[config.mk]
export PLATFORM = sky130hd
export DESIGN_NAME = mem_stage_sram_ctrl
export DESIGN_NICKNAME = d
export VERILOG_FILES = /design/src/rtl/mem_stage_sram_ctrl_pkg.sv /design/src/rtl/mem_stage_sram_ctrl_wait_counter.sv /design/src/rtl/mem_stage_sram_ctrl.sv
export SDC_FILE = /design/constraint.sdc
export NUM_CORES = 1
export LEC_CHECK = 0
export ABC_AREA = 1
export CAP_MARGIN = 20
export CORE_MARGIN = 2
export CORE_UTILIZATION = 42
export CTS_CLUSTER_SIZE = 10
export DETAILED_ROUTE_END_ITERATION = 16
export HOLD_SLACK_MARGIN = 0.02
export PLACE_DENSITY = 0.91
export SLEW_MARGIN = 20
export SYNTH_ARGS = -nofsm -noshare
export SYNTH_HDL_FRONTEND = slang
export SYNTH_SLANG_ARGS = --single-unit
[constraint.sdc]
create_clock -name clk -period 2.6 [get_ports clk]
set_input_delay 0.26 -clock clk [delete_from_list [all_inputs] [get_ports clk]]
set_output_delay 0.26 -clock clk [all_outputs]
set_load 0.02 [all_outputs]
[src/rtl/mem_stage_sram_ctrl_pkg.sv]
// mem_sram_pkg: shared state type and defaults for the MEM-stage SRAM controller
package mem_sram_pkg;
    typedef enum logic [1:0] {IDLE, ACC_LO, ACC_HI, DONE} state_t;
    localparam int SRAM_DW = 16;
    localparam logic [31:0] DEF_BASE_ADDR = 32'd1024;
    localparam int DEF_WAIT_CYCLES = 2;
endpackage

[src/rtl/mem_stage_sram_ctrl_wait_counter.sv]
// sram_wait_counter: per-state wait counter flagging the last cycle of a half-word access
module sram_wait_counter
    import mem_sram_pkg::*;
#(
    parameter int WAIT_CYCLES = DEF_WAIT_CYCLES
) (
    input  logic       clk,
    input  logic       rst,
    input  logic       clr,
    input  logic       en,
    output logic [3:0] count,
    output logic [3:0] count_next,
    output logic       tc
);
    localparam logic [3:0] LAST = 4'(WAIT_CYCLES - 1);

    always_comb count_next = clr ? 4'd0 : en ? count + 4'd1 : count;
    assign tc = count == LAST;

    always_ff @(posedge clk or negedge rst)
        if (!rst) count <= '0;
        else count <= count_next;
endmodule

[src/rtl/mem_stage_sram_ctrl.sv]
// mem_stage_sram_ctrl: 32-bit load/store over a 16-bit async SRAM; define SRAM_STALL_CNT_EN to add stall_cycles
module mem_stage_sram_ctrl
    import mem_sram_pkg::*;
#(
    parameter logic [31:0] BASE_ADDR   = DEF_BASE_ADDR,
    parameter int          WAIT_CYCLES = DEF_WAIT_CYCLES,
    parameter int          SRAM_AW     = 18
) (
    input  logic               clk,
    input  logic               rst,
    input  logic               wr_en,
    input  logic               rd_en,
    input  logic [31:0]        address,
    input  logic [31:0]        write_data,
    output logic [31:0]        read_data,
    output logic               ready,
    output logic [SRAM_AW-1:0] sram_addr,
    output logic [SRAM_DW-1:0] sram_dq_out,
    output logic               sram_dq_oe,
    output logic               sram_we_n,
`ifdef SRAM_STALL_CNT_EN
    output logic [31:0]        stall_cycles,
`endif
    input  logic [SRAM_DW-1:0] sram_dq_in
);
    localparam logic [3:0] LAST = 4'(WAIT_CYCLES - 1);

    state_t             state, state_n;
    logic               op_write, op_read, w_n, acc, acc_n, tc, we_n_n;
    logic [3:0]         cnt, cnt_n;
    logic [SRAM_AW-2:0] word;

    assign word  = (SRAM_AW - 1)'((address - BASE_ADDR) >> 2);
    assign acc   = state == ACC_LO || state == ACC_HI;
    assign ready = state == IDLE ? ~(wr_en | rd_en) : state == DONE;

    sram_wait_counter #(.WAIT_CYCLES(WAIT_CYCLES)) u_wait (
        .clk       (clk),
        .rst       (rst),
        .clr       (~acc | tc),
        .en        (acc),
        .count     (cnt),
        .count_next(cnt_n),
        .tc        (tc)
    );

    // SRAM pins are registered, so they are decoded from next state and next count
    always_comb begin
        state_n = state == IDLE   ? ((wr_en | rd_en) ? ACC_LO : IDLE) :
                  state == ACC_LO ? (tc ? ACC_HI : ACC_LO) :
                  state == ACC_HI ? (tc ? DONE : ACC_HI) : IDLE;
        w_n     = state == IDLE ? wr_en : op_write;
        acc_n   = state_n == ACC_LO || state_n == ACC_HI;
        we_n_n  = ~(acc_n & w_n & (WAIT_CYCLES == 1 || cnt_n != LAST));
    end

    always_ff @(posedge clk or negedge rst) begin
        if (!rst) begin
            state       <= IDLE;
            op_write    <= 1'b0;
            op_read     <= 1'b0;
            read_data   <= '0;
            sram_we_n   <= 1'b1;
            sram_dq_oe  <= 1'b0;
            sram_addr   <= '0;
            sram_dq_out <= '0;
        end else begin
            state <= state_n;
            if (state == IDLE) begin
                op_write <= wr_en;
                op_read  <= rd_en & ~wr_en;
            end
            if (op_read && tc && state == ACC_LO) read_data[15:0]  <= sram_dq_in;
            if (op_read && tc && state == ACC_HI) read_data[31:16] <= sram_dq_in;
            sram_we_n  <= we_n_n;
            sram_dq_oe <= acc_n & w_n;
            if (acc_n) begin
                sram_addr   <= {word, state_n == ACC_HI};
                sram_dq_out <= state_n == ACC_HI ? write_data[31:16] : write_data[15:0];
            end
        end
    end

`ifdef SRAM_STALL_CNT_EN
    always_ff @(posedge clk or negedge rst)
        if (!rst) stall_cycles <= '0;
        else if (!ready) stall_cycles <= stall_cycles + 32'd1;
`endif
endmodule

==> impl_results.md, run 1 <==
- Status: completed
- Residual DRC: 0
- Nets@finish: 598
- Worst rel slew slack: 0.366
- Via Count: between 2,000 and 3,000
- Reg2reg end: sram_we_n
- Seq cells post-synth: 76
- Pre-antenna DRT Iters: 4
- Post-Synth Adder-Cell Area: 0.0292
- Number of global-route vias before repair: 3,062
- Final setup vio count: 0
- Syn Area/Cell: 9.29 um2
- Mux contribution to synthesized area: 0
- Largest family of logic cells by synthesized area: simple AND/OR/NAND/NOR gates
- I/O pin cnt: roughly 150
- CTS clk-pin slew, worst paths: 80 ps
- CTS Buffer Depth: 2
- Synthesized cell area: 3430 um2
- Worst-path fanout max: 5
- Sequential cell area: 1900 um2
- Pin count of the biggest net entering global routing: 77
- Uppermost layer routed: met4
- Slowest cell on crit path: clkdlybuf4s50_1
- FF-to-FF Start: state[0]
- Final Max Slew Viols: 0
- Initial Utilization: 0.439
- Area grow syn2layout: 46.7%
- Critical Path Most Common Cell: inv_1
- Post-synthesis share of cell area spent on xor and xnor gates: 0.00255
- Setup TNS: 0 ps
- Final Skew: roughly 12 ps
- Skew-Pair Late Insertion Delay: 340 ps
- CTS Buf Count: 9
- R2R setup slack: 460 ps
- WP data arrival: about 2100 ps
- HP Class: in2async
- Initial antenna violation count: 0
- Chip Height: 94.4 um
- Area of the multi-input gates: 1280 um2
- Mapped Nets: 461
- Worst r2r path cells: 12
- Initial drt markers: 99
- Root buffer cell: clkbuf_8
- Min cycle time layout: approximately 2400 ps
- Clock sinks: 76
- Post-DR vias/cell: 4.87
- Final hold viol count: 0
- Share of the yosys chip area belonging to registers: 0.555
- YS warnings: 0
- Met3 WL post-DR: 484 um
- WL/cell: 13.6 um
- Share of layout cells above drive strength 1: 0.121
- N_diodes: 0
- Gr usage total: 0.200
- # hold bufs at CTS: 0
- Slew @ Worst Pin: 950 ps
- Core Box Area: 7810 um2
- Width of the die: approximately 94 um
- Die area: 8900 um2
- HPWL after DPL: about 6.2 mm
- Critical Path RT: 2340 ps
- Leak: 2.35 nW
- Post-synthesis cell count: 369
- Complex-gate fraction of the synthesized area: 0.155
- Buffers on Ports: 137
- Worst path bufs/invs: 5
- Synth cell types: 28
- Fillers: 632
- Crit Path Category: reg2out
- Global-route wire length before repair: 13.9 mm
- Pwr Density: 1410 nW/um2
- H-tree levels: 3
- CP max stage delay: around 600 ps
- CTS tree: built
- Crit-path cells: inv_1 -> ha_1 -> inv_1 -> nor2_2 -> inv_1 -> nor2_1 -> inv_1 -> nand2_1 -> clkdlybuf4s50_1
- Num rows: 32
- DRT antenna net count: 0
- RSZ-0062 raised after global routing: false
- Worst Setup End Kind: output pin
- Synth Area in Simple Gates: 0.185
- Met2 WL: 4.23 mm
- Resized cells post-CTS: 0
- Total Wirelength: 8.36 mm
- Setup bufs post-CTS: 0
- Final period util: 0.918
- CP Launch Type: flip-flop
- CP delay by family, top: buffers and inverters
- Gpl congestion: 0.928
- Max Cap Viol: 0
- VDD IR-drop max: approximately 0.81 mV
- Wire length on met1: 3.40 mm
- Post-layout util: 0.644
- Gr ovfl total: 0
- Fmax: 419 MHz
==> area by class of cell <==
type / instances / area share
sequential: 76 / 0.378
tap: 102 / 0.0254
inverter: 35 / 0.0266
clock inverter: 5 / 0.00547
timing repair buffer: 142 / 0.282
multi-input combinational: 242 / 0.254
clock buffer: 11 / 0.0281
==> cell usage in the layout (no fill, tap or decap), types with 2 or more instances in the layout <==
cell             count
a21oi_1             37
inv_1               33
o21ai_0              2
dfrtp_1             75
nand4_1              3
nor2_2               2
nand2_1            102
o21ai_2             32
clkinv_2             4
nor2_1              35
nand3b_1             2
a31oi_1              2
ha_1                 8
clkdlybuf4s50_1    136
nand3_1              6
buf_4                5
o21bai_1             2
clkbuf_8            10
nand3_4              2
==> routing by layer <==
layer	vias up	GRT usage
li1	1455	-
met2	102	0.340
met4	0	0.104
met5	-	0
met3	21	0.0487
met1	1408	0.235
==> where the power goes <==
| part | switching, mW | total (mW) | internal (mW) | leakage (nW) |
|---|---|---|---|---|
| clock network | 0.421 | 0.787 | 0.366 | 0.0889 |
| logic | 2.36 | 4.20 | 1.83 | 1.40 |
| registers | 0.317 | 2.11 | 1.79 | 0.869 |
==> flip-flops by register name, summed over array words and instances, names as in the netlist <==
signal	cells
op_read	1
op_write	1
read_data	32
sram_addr	18
sram_dq_oe	1
sram_dq_out	16
sram_we_n	1
state	2
u_wait.count	4
==> kinds of logic after synthesis <==
group,count (synthesis)
compound gates,79
xor+xnor,1
fa+ha+maj,8
buf+inv,51
flops,76
simple gates,154
==> per-stage QoR <==
| step | setup slack [ps] | cells | hold slack (ps) | total power [mW] | cell area, um2 |
|---|---|---|---|---|---|
| 4_1_cts | 136 | 613 | 88.2 | 7.16 | 5030 |
| 6_report | 212 | 613 | 48.3 | 7.09 | 5030 |
| 3_5_place_dp | 439 | 597 | 465 | 6.34 | 4860 |
| 3_3_place_gp | 504 | 597 | 456 | 6.17 | 4860 |
| 2_1_floorplan | 647 | 369 | -35.6 | 4.56 | 3430 |
| 5_1_grt | 44.6 | 613 | 128 | 7.63 | 5030 |
==> worst reg2reg max path, stage by stage (launching register included) <==
cell and delay [ps]:
dfrtp_1 400, inv_1 90, ha_1 160, inv_1 90
nor2_2 160, inv_1 60, nor2_1 80, inv_1 60
nand2_1 90, ha_1 270, buf_4 200, a211oi_1 290
nand2_1 100
==> synthesized netlist by cell type <==
cell type,n,area [um2]
buf_6,6,67.6
ha_1,8,100
dfrtp_1,75,1880
nand3_1,6,30.0
nor2_2,1,6.26
dfstp_2,1,26.3
a22o_1,1,8.76
inv_2,1,3.75
o21ai_1,1,5.00
a21oi_1,37,185
buf_2,9,45.0
clkbuf_1,1,3.75
o21a_1,1,7.51
o21ai_2,32,280
nand3_4,2,35.0
a31oi_1,2,12.5
nand2_1,102,383
inv_4,1,6.26
nand4_1,3,18.8
o21bai_1,2,15.0
nor2_1,36,135
inv_1,33,124
nand2_2,1,6.26
xnor2_1,1,8.76
o21ai_0,2,10.0
a211oi_1,1,7.51
or2_2,1,6.26
nand3b_1,2,15.0
==> how the worst max path moves through the flow <==
stage                     startpoint              to  slack [ps]  cells past startpoint
after floorplan             state[0]   sram_addr[11]         650                     13
after global placement      state[0]   sram_addr[16]         500                     13
after detailed placement    state[1]  sram_dq_out[1]         440                     13
after CTS                   state[1]           ready         140                      9
after global routing        state[1]           ready          40                      9
final                       state[0]           ready         210                      9
Note: power is estimated with default switching activity, not from simulation.
==> run 2, diff against run 1 <==
- CELL_PAD_IN_SITES_DETAIL_PLACEMENT: default -> 2
- CELL_PAD_IN_SITES_GLOBAL_PLACEMENT: default -> 2
- CORE_UTILIZATION: 42 -> 24
- PLACE_DENSITY: 0.91 -> 0.92
==> impl_results.md, run 2 (same netlist as run 1, synthesis figures left out) <==
- Nets@finish: 599 (was 598)
- Final setup vio count: 0 (unchanged)
- Crit-path cells: inv_1 -> ha_1 -> inv_1 -> nor2_2 -> inv_1 -> nor2_1 -> inv_1 -> nand2_1 -> ha_1 -> buf_4 -> a211oi_1 -> nand2_1 (was inv_1 -> ha_1 -> inv_1 -> nor2_2 -> inv_1 -> nor2_1 -> inv_1 -> nand2_1 -> clkdlybuf4s50_1)
- Total Wirelength: 11.3 mm (was 8.36 mm)
- CTS Buffer Depth: 2 (unchanged)
- Power Total: 7.92 mW (was 7.09 mW)
- WP data arrival: 2660 ps (was 2130 ps)
- Worst-path fanout max: 16 (was 5)
- Commonest non-fill, non-tap cells in the layout: clkdlybuf4s50_1, nand2_1, dfrtp_1, a21oi_1, nor2_1 (unchanged)
- Number of flip-flops in the largest register: 32 (unchanged)
- Residual DRC: 0 (unchanged)
- Crit Path Category: reg2reg (was reg2out)
- Skew-Pair Late Insertion Delay: 340 ps (about the same)
- Biggest regs: read_data (32), sram_addr (18), sram_dq_out (16) (unchanged)
- Pre-antenna DRT Iters: 4 (unchanged)
- Max Cap Viol: 0 (unchanged)
- Worst rel slew slack: 0.581 (was 0.366)
- Post-DR vias/cell: 4.45 (was 4.87)
- Clock sinks: 76 (unchanged)
- Num rows: 43 (was 32)
- Gr ovfl total: 0 (unchanged)
- Number of global-route vias before repair: 3,553 (was 3,062)
- Root buffer cell: clkbuf_16 (was clkbuf_8)
- Share of layout cells above drive strength 1: 0.123 (was 0.121)
- HPWL after DPL: 8.28 mm (was 6.19 mm)
- Most common cell after layout, fill and taps aside: clkdlybuf4s50_1 (unchanged)
- Final Skew: 5.00 ps (was 11.7 ps)
- N_diodes: 0 (unchanged)
- Initial antenna violation count: 0 (unchanged)
- Pwr Density: 1480 nW/um2 (was 1410 nW/um2)
- Critical Path Most Common Cell: inv_1 (unchanged)
- Final hold viol count: 0 (unchanged)
- CTS clk-pin slew, worst paths: 60 ps (was 80 ps)
- CTS tree: built (unchanged)
- Pin count of the biggest net entering global routing: 77 (unchanged)
- Via Count: 3,076 (was 2,986)
- WL/cell: 16.4 um (was 13.6 um)
- Fillers: 1,504 (was 632)
- H-tree levels: 3 (unchanged)
- Chip Height: 124 um (was 94.4 um)
- Final Max Slew Viols: 0 (unchanged)
- Die area: 15,300 um2 (was 8900 um2)
- Worst path bufs/invs: 5 (unchanged)
- Critical Path RT: 2860 ps (was 2340 ps)
- Gpl congestion: 0.779 (was 0.928)
- Fmax: 416 MHz (was 419 MHz)
- Gr usage total: 0.157 (was 0.200)
- CP delay by family, top: buffers and inverters (unchanged)
- HP Class: in2reg (was in2async)
- Initial Utilization: 0.246 (was 0.439)
- I/O pin cnt: 153 (unchanged)
- CP Launch Type: flip-flop (unchanged)
- Initial drt markers: 126 (was 99)
- Status: completed (unchanged)
- Leak: 2.46 nW (was 2.35 nW)
- Width of the die: 124 um (was 94.4 um)
- Worst Setup End Kind: flip-flop (was output pin)
- Min cycle time layout: 2400 ps (was 2390 ps)
- Core Box Area: 13,900 um2 (was 7810 um2)
- DRT antenna net count: 0 (unchanged)
- Buffers on Ports: 137 (unchanged)
- Slew @ Worst Pin: 629 ps (was 950 ps)
- RSZ-0062 raised after global routing: false (unchanged)
- VDD IR-drop max: 0.498 mV (was 0.810 mV)
- Area grow syn2layout: 55.5% (was 46.7%)
- Global-route wire length before repair: 18.2 mm (was 13.9 mm)
- CP max stage delay: 400 ps (was 600 ps)
- Reg with most FFs: read_data (unchanged)
- Final period util: 0.924 (was 0.918)
- Setup TNS: 0 ps (unchanged)
- Slowest cell on crit path: dfrtp_1 (was clkdlybuf4s50_1)
- CTS Buf Count: 9 (unchanged)
run 2: per-stage QoR:
step	utilization	hold slack, ps	cell area [um2]	worst slack (ps)	std cells
floorplan	-	-35.6	3430	647	369
global placement	0.355	465	4950	432	674
detailed placement	0.355	479	4950	158	674
CTS	0.380	130	5300	68.1	690
global route	0.383	462	5330	21.9	692
finish	0.383	459	5330	197	692
run 2: report_power, final:
| part | leakage (nW) | total, mW | switching (mW) | internal (mW) |
|---|---|---|---|---|
| logic | 1.42 | 4.31 | 2.50 | 1.81 |
| clock network | 0.166 | 1.46 | 0.520 | 0.944 |
| registers | 0.869 | 2.14 | 0.346 | 1.80 |
run 2: worst min-delay path, stage by stage:
cell             delay, ps
clkdlybuf4s50_1        400
nand2_1                 60
nand2_1                 40
run 2: final cells by class:
class                   count  area (um2)  area share
multi-input cells         242        1280       0.240
repair buffers            143        1440       0.271
inverters                  35         134      0.0251
well taps                 180         225      0.0422
flip-flops and latches     76        1900       0.357
clock buffers               9         225      0.0422
clock inverters             7         124      0.0232
run 2: timing repair:
item,CTS,global route
setup buffers,0,0
setup endpoints to repair,1,1
gates resized for setup,1,1
hold buffers,0,1
hold endpoints to repair,0,45
run 2: worst paths after layout:
path | start | end | slack (ps) | depth (start not counted)
worst max-delay path | state[0] | sram_we_n | 200 | 12
worst min register to register | sram_addr[15] | sram_addr[15] | 490 | 2
worst min-delay path | address[5] | sram_addr[4] | 460 | 3
min in group asynchronous | rst | sram_dq_out[3] | 470 | 2
max in group asynchronous | rst | sram_we_n | 1470 | 3
worst max register to register | state[0] | sram_we_n | 200 | 12
run 2: layer usage:
metal | GRT usage | vias up | wire length (um)
met4 | 0.0355 | 0 | 107
met2 | 0.292 | 68 | 6250
met1 | 0.173 | 1546 | 4510
met5 | 0 | - | 0
met3 | 0.0480 | 8 | 472
li1 | - | 1454 | -
==> run 3, diff against run 2 <==
- GPL_TIMING_DRIVEN: default -> 0
- MAX_ROUTING_LAYER: default -> met4
==> impl_results.md, run 3 (same netlist as run 1, synthesis figures left out) <==
- Via Count: 3,156 (was 3,076)
- Share of layout cells above drive strength 1: 0.139 (was 0.123)
- Net Switching: 3.34 mW (was 3.37 mW)
- Initial antenna violation count: 0 (unchanged)
- Setup bufs post-CTS: 0 (unchanged)
- HPWL after DPL: 9.22 mm (was 8.28 mm)
- Num rows: 43 (unchanged)
- Final Max Slew Viols: 0 (unchanged)
- Clock sinks: 76 (unchanged)
- VDD IR-drop max: 0.518 mV (was 0.498 mV)
- Area of the multi-input gates: 1280 um2 (unchanged)
- Residual DRC: 0 (unchanged)
- CTS Buffer Depth: 2 (unchanged)
- Area grow syn2layout: 55.9% (was 55.5%)
- Final cell count without fillers: 704 (was 692)
- M1 GR Usage: 0.188 (was 0.173)
- Logic pwr share: 0.559 (was 0.545)
- Critical Path Most Common Cell: inv_1 (unchanged)
- FF-to-FF Start: state[0] (unchanged)
- Min cycle time layout: 2280 ps (was 2400 ps)
- CP delay by family, top: buffers and inverters (unchanged)
- Final period util: 0.878 (was 0.924)
- Worst path bufs/invs: 6 (was 5)
- Crit-path cells: inv_1 -> ha_1 -> inv_1 -> nor2_2 -> inv_1 -> nor2_1 -> inv_1 -> nand2_1 -> ha_1 -> buf_2 -> buf_2 -> a21oi_1 -> a21oi_1 (was inv_1 -> ha_1 -> inv_1 -> nor2_2 -> inv_1 -> nor2_1 -> inv_1 -> nand2_1 -> ha_1 -> buf_4 -> a211oi_1 -> nand2_1)
- N_diodes: 0 (unchanged)
- Skew-Pair Late Insertion Delay: 340 ps (about the same)
- P_int: 4.32 mW (was 4.55 mW)
- Post-DR vias/cell: 4.48 (was 4.45)
- Die area: 15,300 um2 (unchanged)
- Root buffer cell: clkbuf_16 (unchanged)
- Slew @ Worst Pin: 508 ps (was 629 ps)
- Net Sw Frac: 0.436 (was 0.425)
- I/O pin cnt: 153 (unchanged)
- Nets@finish: 611 (was 599)
- Core Box Area: 13,900 um2 (unchanged)
- CP max stage delay: 400 ps (about the same)
- HP Class: in2async (was in2reg)
- Reg2reg end: sram_dq_out[11] (was sram_we_n)
- Worst rel slew slack: 0.661 (was 0.581)
- Flop pwr share: 0.281 (was 0.271)
- CP Launch Type: flip-flop (unchanged)
- Number of global-route vias before repair: 3,654 (was 3,553)
- Most common cell after layout, fill and taps aside: clkdlybuf4s50_1 (unchanged)
- Global routing usage on met2: 0.301 (was 0.292)
- CTS clk-pin slew, worst paths: 60 ps (about the same)
- Fillers: 1,528 (was 1,504)
- Sequential cell area: 1900 um2 (unchanged)
- Chip Height: 124 um (unchanged)
- Crit Path Category: reg2reg (unchanged)
- Pwr Density: 1430 nW/um2 (was 1480 nW/um2)
- Total Wirelength: 11.8 mm (was 11.3 mm)
- Worst Setup End Kind: flip-flop (unchanged)
- Biggest regs: read_data (32), sram_addr (18), sram_dq_out (16) (unchanged)
- DRT antenna net count: 0 (unchanged)
- Placed Cells: 687 (was 674)
- R2R setup slack: 320 ps (was 200 ps)
- Dpl cell area: 5040 um2 (was 4950 um2)
- Setup ws final: 316 ps (was 197 ps)
- Worst-path fanout max: 10 (was 16)
- Gr ovfl total: 0 (unchanged)
- Slowest cell on crit path: dfrtp_1 (unchanged)
- H-tree levels: 3 (unchanged)
- Width of the die: 124 um (unchanged)
- Final Skew: 9.50 ps (was 5.00 ps)
- Pre-antenna DRT Iters: 4 (unchanged)
- Global-route wire length before repair: 18.8 mm (was 18.2 mm)
- Reg with most FFs: read_data (unchanged)
- Leak: 2.48 nW (was 2.46 nW)
- RSZ-0062 raised after global routing: false (unchanged)
- Initial Utilization: 0.246 (unchanged)
- Gr usage total: 0.168 (was 0.157)
- Gpl congestion: 0.840 (was 0.779)
- Commonest non-fill, non-tap cells in the layout: clkdlybuf4s50_1, nand2_1, dfrtp_1, a21oi_1, nor2_1 (unchanged)
- Worst r2r path cells: 13 (was 12)
- CTS tree: built (unchanged)
- Status: completed (unchanged)
- CTS Buf Count: 9 (unchanged)
- WP data arrival: 2490 ps (was 2660 ps)
- Critical Path RT: 2810 ps (was 2860 ps)
- Pin count of the biggest net entering global routing: 41 (was 77)
- Number of flip-flops in the largest register: 32 (unchanged)
- Clk network pwr share: 0.160 (was 0.185)
- DP Worst Slack: 154 ps (was 158 ps)
- Max Cap Viol: 0 (unchanged)
- Buffers on Ports: 137 (unchanged)
- Final setup vio count: 0 (unchanged)
- Busiest grt layer: met2 (unchanged)
- Final hold viol count: 0 (unchanged)
- Final Cell Area: 5350 um2 (was 5330 um2)
- Fmax: 438 MHz (was 416 MHz)
- Initial drt markers: 61 (was 126)
- WL/cell: 16.7 um (was 16.4 um)
- Met3 GRT Util: 0.0318 (was 0.0480)
## run 3: cell types whose count changed in the layout (fill, tap and decap cells not counted), sizes merged
cell	delta
inv	-1
bufinv	-2
clkinv	+1
buf	+11
clkbuf	+3
## run 3: worst max path at each step
| stage | startpoint | endpoint | slack, ps | depth (start not counted) |
|---|---|---|---|---|
| after floorplan | state[0] | sram_addr[11] | 650 | 13 |
| after detailed placement | state[1] | sram_addr[7] | 150 | 13 |
| after global placement | rst | read_data[25] | -1470 | 1 |
| final | state[0] | sram_dq_out[11] | 320 | 13 |
| after CTS | state[0] | ready | 50 | 9 |
| after global routing | state[0] | sram_dq_out[3] | 20 | 14 |
## run 3: metrics by stage
step	utilization	power [mW]	setup TNS [ps]	hold slack, ps
after floorplan	-	4.56	0	-35.6
after global placement	0.361	6.25	-110600	466
after detailed placement	0.362	6.53	0	271
after CTS	0.383	7.80	0	450
after global routing	0.384	8.30	0	480
final	0.384	7.66	0	435
## run 3: timing repair
action,in CTS,in global routing
endpoints found under the setup margin,0,14
resized for setup,0,4
hold endpoints to repair,35,0
hold buffers,1,0
## run 3: routing by layer
layer  vias up  part of all wire
met5         -                 0
li1       1480                 -
met4         0             0.016
met1      1595              0.40
met2        67              0.54
met3        14             0.035
## run 3: final cells by class
type,count,share of cell area
Sequential cell,76,0.356
Timing Repair Buffer,139,0.262
Multi-Input combinational cell,242,0.239
Clock buffer,11,0.0435
Tap cell,180,0.0421
Inverter,35,0.0250
Buffer,16,0.0220
Clock inverter,5,0.00983
## run 3: power groups by stage
stage | Sequential, mW | Combinational, mW | Clock [mW]
2_1_floorplan | 2.74 | 1.82 | 0
3_3_place_gp | 2.12 | 4.13 | 0
3_5_place_dp | 2.17 | 4.36 | 0
4_1_cts | 2.16 | 4.38 | 1.26
5_1_grt | 2.22 | 4.76 | 1.32
6_report | 2.15 | 4.28 | 1.23
